--- config.mk ---
export PLATFORM = sky130hd
export DESIGN_NAME = flag_branch_unit
export DESIGN_NICKNAME = d
export VERILOG_FILES = /design/src/rtl/flag_branch_unit.sv
export SDC_FILE = /design/constraint.sdc
export NUM_CORES = 1
export LEC_CHECK = 0
export BUFFER_PORTS_ARGS = -buffer_cell sky130_fd_sc_hd__buf_2
export CAP_MARGIN = 15
export CORE_UTILIZATION = 40
export CTS_CLUSTER_DIAMETER = 200
export DETAILED_ROUTE_END_ITERATION = 6
export PLACE_DENSITY = 0.75
export SYNTH_ARGS = -nofsm -noshare
export SYNTH_HDL_FRONTEND = slang
export SYNTH_SLANG_ARGS = --single-unit
--- constraint.sdc ---
create_clock -name clk -period 1.9 [get_ports clk]
set_input_delay 0.19 -clock clk [delete_from_list [all_inputs] [get_ports clk]]
set_output_delay 0.19 -clock clk [all_outputs]
set_load 0.005 [all_outputs]
--- src/rtl/flag_branch_unit.sv ---
// Flag register with per-opcode update masking and a conditional-branch resolver.
// A taken branch issues a one-cycle redirect pulse and a two-cycle flush of younger stages.
module flag_branch_unit (
    input  logic        clk,
    input  logic        rst,
    input  logic [3:0]  alu_op,
    input  logic        alu_zr,
    input  logic        alu_ov,
    input  logic        alu_neg,
    input  logic        flag_we,
    input  logic        br_valid,
    input  logic [2:0]  br_cond,
    input  logic [15:0] br_target,
    input  logic [15:0] pc_plus1,
    input  logic        stall,
    output logic        zr_q,
    output logic        ov_q,
    output logic        neg_q,
    output logic        br_taken,
    output logic [15:0] br_pc,
    output logic        flush
);

    logic        r_zr;
    logic        r_ov;
    logic        r_neg;
    logic        r_taken;
    logic [15:0] r_pc;
    logic [1:0]  r_fcnt;

    logic        w_upd;
    logic        w_arith;
    logic        w_logic;
    logic        w_zr;
    logic        w_ov;
    logic        w_neg;
    logic        w_cond;
    logic        w_accept;
    logic        w_take;
    logic [15:0] w_pc;
    logic [1:0]  w_fcnt;

    always_comb begin
        w_upd   = flag_we & ~stall;
        w_arith = (alu_op <= 4'h2);
        w_logic = (alu_op[3:2] == 2'b01);

        // Next-state flags double as the bypass source for the branch condition.
        w_zr  = (w_upd & (w_arith | w_logic)) ? alu_zr  : r_zr;
        w_ov  = (w_upd & w_arith)             ? alu_ov  : r_ov;
        w_neg = (w_upd & w_arith)             ? alu_neg : r_neg;

        w_cond = 1'b0;
        unique case (br_cond)
            3'b000: w_cond = ~w_zr;
            3'b001: w_cond = w_zr;
            3'b010: w_cond = ~w_zr & ~w_neg;
            3'b011: w_cond = w_neg;
            3'b100: w_cond = w_zr | ~w_neg;
            3'b101: w_cond = w_neg | w_zr;
            3'b110: w_cond = w_ov;
            3'b111: w_cond = 1'b1;
        endcase

        // Branches seen while flushing are wrong-path and are dropped.
        w_accept = br_valid & ~stall & (r_fcnt == 2'd0);
        w_take   = w_accept & w_cond;

        w_pc = r_pc;
        if (w_accept) begin
            w_pc = w_cond ? br_target : pc_plus1;
        end

        if (w_take) begin
            w_fcnt = 2'd2;
        end else if (r_fcnt != 2'd0) begin
            w_fcnt = r_fcnt - 2'd1;
        end else begin
            w_fcnt = 2'd0;
        end
    end

    always_ff @(posedge clk) begin
        if (rst) begin
            r_zr    <= 1'b0;
            r_ov    <= 1'b0;
            r_neg   <= 1'b0;
            r_taken <= 1'b0;
            r_pc    <= 16'h0000;
            r_fcnt  <= 2'd0;
        end else if (!stall) begin
            r_zr    <= w_zr;
            r_ov    <= w_ov;
            r_neg   <= w_neg;
            r_taken <= w_take;
            r_pc    <= w_pc;
            r_fcnt  <= w_fcnt;
        end
    end

    assign zr_q     = r_zr;
    assign ov_q     = r_ov;
    assign neg_q    = r_neg;
    assign br_taken = r_taken;
    assign br_pc    = r_pc;
    assign flush    = (r_fcnt != 2'd0);

endmodule

==> results by group <==
Clocking
  • Buffers inserted by post-CTS timing repair: 0
  • Deepest level of the CTS H-tree: 1
  • Sink Count: 22
  • Clock Pin Slew Worst Setup and Hold Paths: 0.13 ns
  • Resize count post-CTS: 0
  • Clock root buffer master: sky130_fd_sc_hd__clkbuf_4
  • Worst-case clock buffer depth: 2
  • Clock network latency to the later pin of the worst-skew pair: 0.31 ns
  • Hold Buf Count CTS: 0
  • CTS tree: done
  • Total CTS buffers: 3

Route
  • Remaining routing DRC violations: 0
  • Pre-antenna DRT Iters: 6
  • Number of DRC markers in iteration 0: 45
  • Final ANT Viol Nets: 0
  • Routed via count: 1401
  • Routed wire length per instance: 13.6 µm
  • Detailed-route wire length: 3500 µm
  • Via-per-instance ratio: 5.43

Synth
  • Top cell type by total area after synthesis: sky130_fd_sc_hd__dfxtp_1
  • Synth warnings: 0
  • Post-Syn Instances: 141
  • Count of flip-flops with a built-in enable after synthesis: 0
  • Ys flop type: sky130_fd_sc_hd__dfxtp_1
  • Share of synthesized registers carrying an async set or reset: 0%
  • Sequential element share of the synthesized area: 33.5%
  • Synthesized flop and latch total: 22
  • Most numerous cell in the Yosys netlist: sky130_fd_sc_hd__dfxtp_1
  • Number of distinct standard cells referenced by the synthesized netlist: 37
  • Total nets after synthesis: 188
  • Largest cells by area after synthesis: sky130_fd_sc_hd__dfxtp_1 (33%), sky130_fd_sc_hd__a211oi_2 (9.5%), sky130_fd_sc_hd__a31oi_1 (7.6%)
  • Average cell area after synthesis: 9.33 µm²
  • Most instantiated cells after synthesis: sky130_fd_sc_hd__dfxtp_1 (22), sky130_fd_sc_hd__nor2_1 (18), sky130_fd_sc_hd__o21ai_1 (17), sky130_fd_sc_hd__a31oi_1 (16), sky130_fd_sc_hd__a211oi_2 (10)
  • Share of Yosys cell area claimed by the top area cell type: 33.5%
  • Post-Syn Area: 1320 µm²

Floorplanning
  • Num rows: 20
  • Starting density of the core: 42.7%
  • Die area: 3520 µm²
  • Die width: 59.3 µm
  • Die H: 59.3 µm
  • Number of top-level pins: 68
  • Core Region: 3080 µm²

Final layout
  • Synth-to-layout area growth: 38.8%
  • Share of cells above drive strength 1: 51.9%
  • # fillers: 300
  • Number of antenna diodes: 0
  • Final Core Density: 59.3%
  • Number of nets in the layout: 262
  • Post-route design area: 1830 µm²

Power
  • Power density normalized to cell area: 597 nW/µm²
  • Max IR drop VDD: 0.322 mV
  • Standby leakage power: 0.000782 µW

Place
  • Half-perimeter wire length after detailed placement: 2610 µm
  • Placed Area: 1790 µm²
  • Placement Setup Slack: -0.174 ns
  • Global placer's final weighted congestion: 0.787
  • Port Buf Inserts: 67

STA
  • Relative slew margins: 66.7%
  • Max-slew violation count: 0
  • Setup TNS: 0 ns
  • Fmax: 0.562 GHz
  • Skew final: 0.00408 ns
  • Post-route minimum period: 1.78 ns
  • Unrepaired setup endpoints after global routing: no
  • Pin slew with the least headroom to its limit: 0.499 ns
  • Final-report hold violation count: 0
  • Period utilization: 93.6%
  • Final setup violation count: 0
  • Setup slack after layout: 0.121 ns

Global routing
  • Global routing usage on met3: 2.84%
  • Global-route layer with the greatest usage: met2
  • GR met1 Demand/Resource: 27.1%
  • Wire length of the first global-routing pass: 5440 µm
  • Pin count of the biggest net entering global routing: 23
  • Global-route usage over all layers: 20.3%
  • Number of global-route vias before repair: 1234
  • Global route overflow: 0
  • Global Route met2 Usage: 33.7%
  • Number of antenna violations at the first check in global routing: 0

Critical path
  • Required time worst endpoint: 2.10 ns
  • Cell family with the largest share of critical-path delay: simple AND/OR/NAND/NOR gates
  • Crit-path max cell delay: 0.65 ns
  • Data arrival time at the worst-slack endpoint: 1.97 ns
  • Type of element capturing the critical path: flip-flop
  • Largest fanout on the critical path: 16
  • CP max-delay cell: sky130_fd_sc_hd__or3b_2
  • Worst Setup Path Type: flip-flop to flip-flop
  • List of cells traversed by the critical path: or2_2 -> or3b_2 -> a31oi_1 -> a211oi_2
  • Type of element launching the critical path: flip-flop
  • Buf/Inv on CP: 0

Worst hold path
  • Worst hold path class: primary input to flip-flop

Run status
  • Result of the run: complete, no violations

Run
  • Total of max-cap violations: 0
## stage by stage
| stage | hold WS (ns) | std cells | power [µW] |
|---|---|---|---|
| after floorplan | 0.262 | 141 | 703 |
| after global placement | 0.447 | 254 | 828 |
| after detailed placement | 0.466 | 254 | 831 |
| after CTS | 0.140 | 258 | 1080 |
| after global routing | 0.128 | 258 | 1140 |
| final | 0.136 | 258 | 1090 |
## report_power, final
group / internal, µW / switching, µW
clock network: 117 / 151
registers: 491 / 15.9
logic: 153 / 162
## worst min-delay path, delay by kind of cell
family | cells | cell delay [ns]
buffers and inverters | 1 | 0.10
AOI/OAI and AO/OA | 2 | 0.13
## kinds of logic after synthesis
kind of cell           Yosys count  synth area share [%]
AND/OR/NAND/NOR                 35                  14.4
AO/OA/AOI/OAI                   71                  46.5
flip-flops                      22                  33.5
buffers and inverters           13                  5.61
## registers in the layout (all words and copies together), names as in the netlist
signal and cells:
br_pc 16, r_fcnt 2, br_taken 1, neg_q 1
ov_q 1, zr_q 1
## placed cells by master, fill, tap and decap left out
master                      count
sky130_fd_sc_hd__a21oi_1        7
sky130_fd_sc_hd__nand3_2        1
sky130_fd_sc_hd__clkbuf_8       1
sky130_fd_sc_hd__nand3_1        1
sky130_fd_sc_hd__a21o_1         1
sky130_fd_sc_hd__inv_1          2
sky130_fd_sc_hd__nand2_1        5
sky130_fd_sc_hd__or2_4          1
sky130_fd_sc_hd__a2bb2oi_4      1
sky130_fd_sc_hd__nor3b_4        1
sky130_fd_sc_hd__a211oi_2      10
sky130_fd_sc_hd__o311a_4        1
sky130_fd_sc_hd__nor3b_2        1
sky130_fd_sc_hd__o21ai_2        1
sky130_fd_sc_hd__o311ai_4       1
sky130_fd_sc_hd__nand3b_1       1
sky130_fd_sc_hd__a31oi_1       16
sky130_fd_sc_hd__a311oi_1       1
sky130_fd_sc_hd__o2bb2ai_2      1
sky130_fd_sc_hd__or2_2          1
sky130_fd_sc_hd__o21ai_4        1
sky130_fd_sc_hd__and3_1         2
sky130_fd_sc_hd__or3b_2         1
sky130_fd_sc_hd__dfxtp_1       22
sky130_fd_sc_hd__nor2_1        18
sky130_fd_sc_hd__o21ai_0        2
sky130_fd_sc_hd__clkbuf_4       3
sky130_fd_sc_hd__nor2b_1        1
sky130_fd_sc_hd__a21boi_4       1
sky130_fd_sc_hd__o21ai_1       16
sky130_fd_sc_hd__a2111oi_4      2
sky130_fd_sc_hd__a2bb2oi_2      1
sky130_fd_sc_hd__buf_12         2
sky130_fd_sc_hd__a311o_1        2
sky130_fd_sc_hd__buf_4         11
sky130_fd_sc_hd__or3b_4         1
sky130_fd_sc_hd__buf_2         67
sky130_fd_sc_hd__a211oi_1       6
## worst paths after layout
kind              depth (start not counted)  slack, ns    startpoint   endpoint
hold / removal                            3       0.14  br_target[0]   br_pc[0]
setup reg to reg                          4       0.12     r_fcnt[0]  br_pc[15]
setup / recovery                          4       0.12     r_fcnt[0]  br_pc[15]
hold reg to reg                           2       0.48     r_fcnt[1]  r_fcnt[0]
## final cells by class
| type | instances | area [µm²] | share of cell area, % |
|---|---|---|---|
| repair buffers | 80 | 458 | 25.1 |
| well taps | 44 | 55.1 | 3.02 |
| clock buffers | 4 | 36.3 | 1.99 |
| inverters | 2 | 7.51 | 0.411 |
| multi-input cells | 106 | 828 | 45.4 |
| flip-flops and latches | 22 | 440 | 24.1 |
## routing by layer
| metal | up-vias | wire [µm] |
|---|---|---|
| met3 | 4 | 164 |
| li1 | 689 | - |
| met5 | - | 0 |
| met4 | 0 | 39 |
| met2 | 41 | 1740 |
| met1 | 667 | 1560 |
No activity file was read; power rests on OpenSTA's default activity.
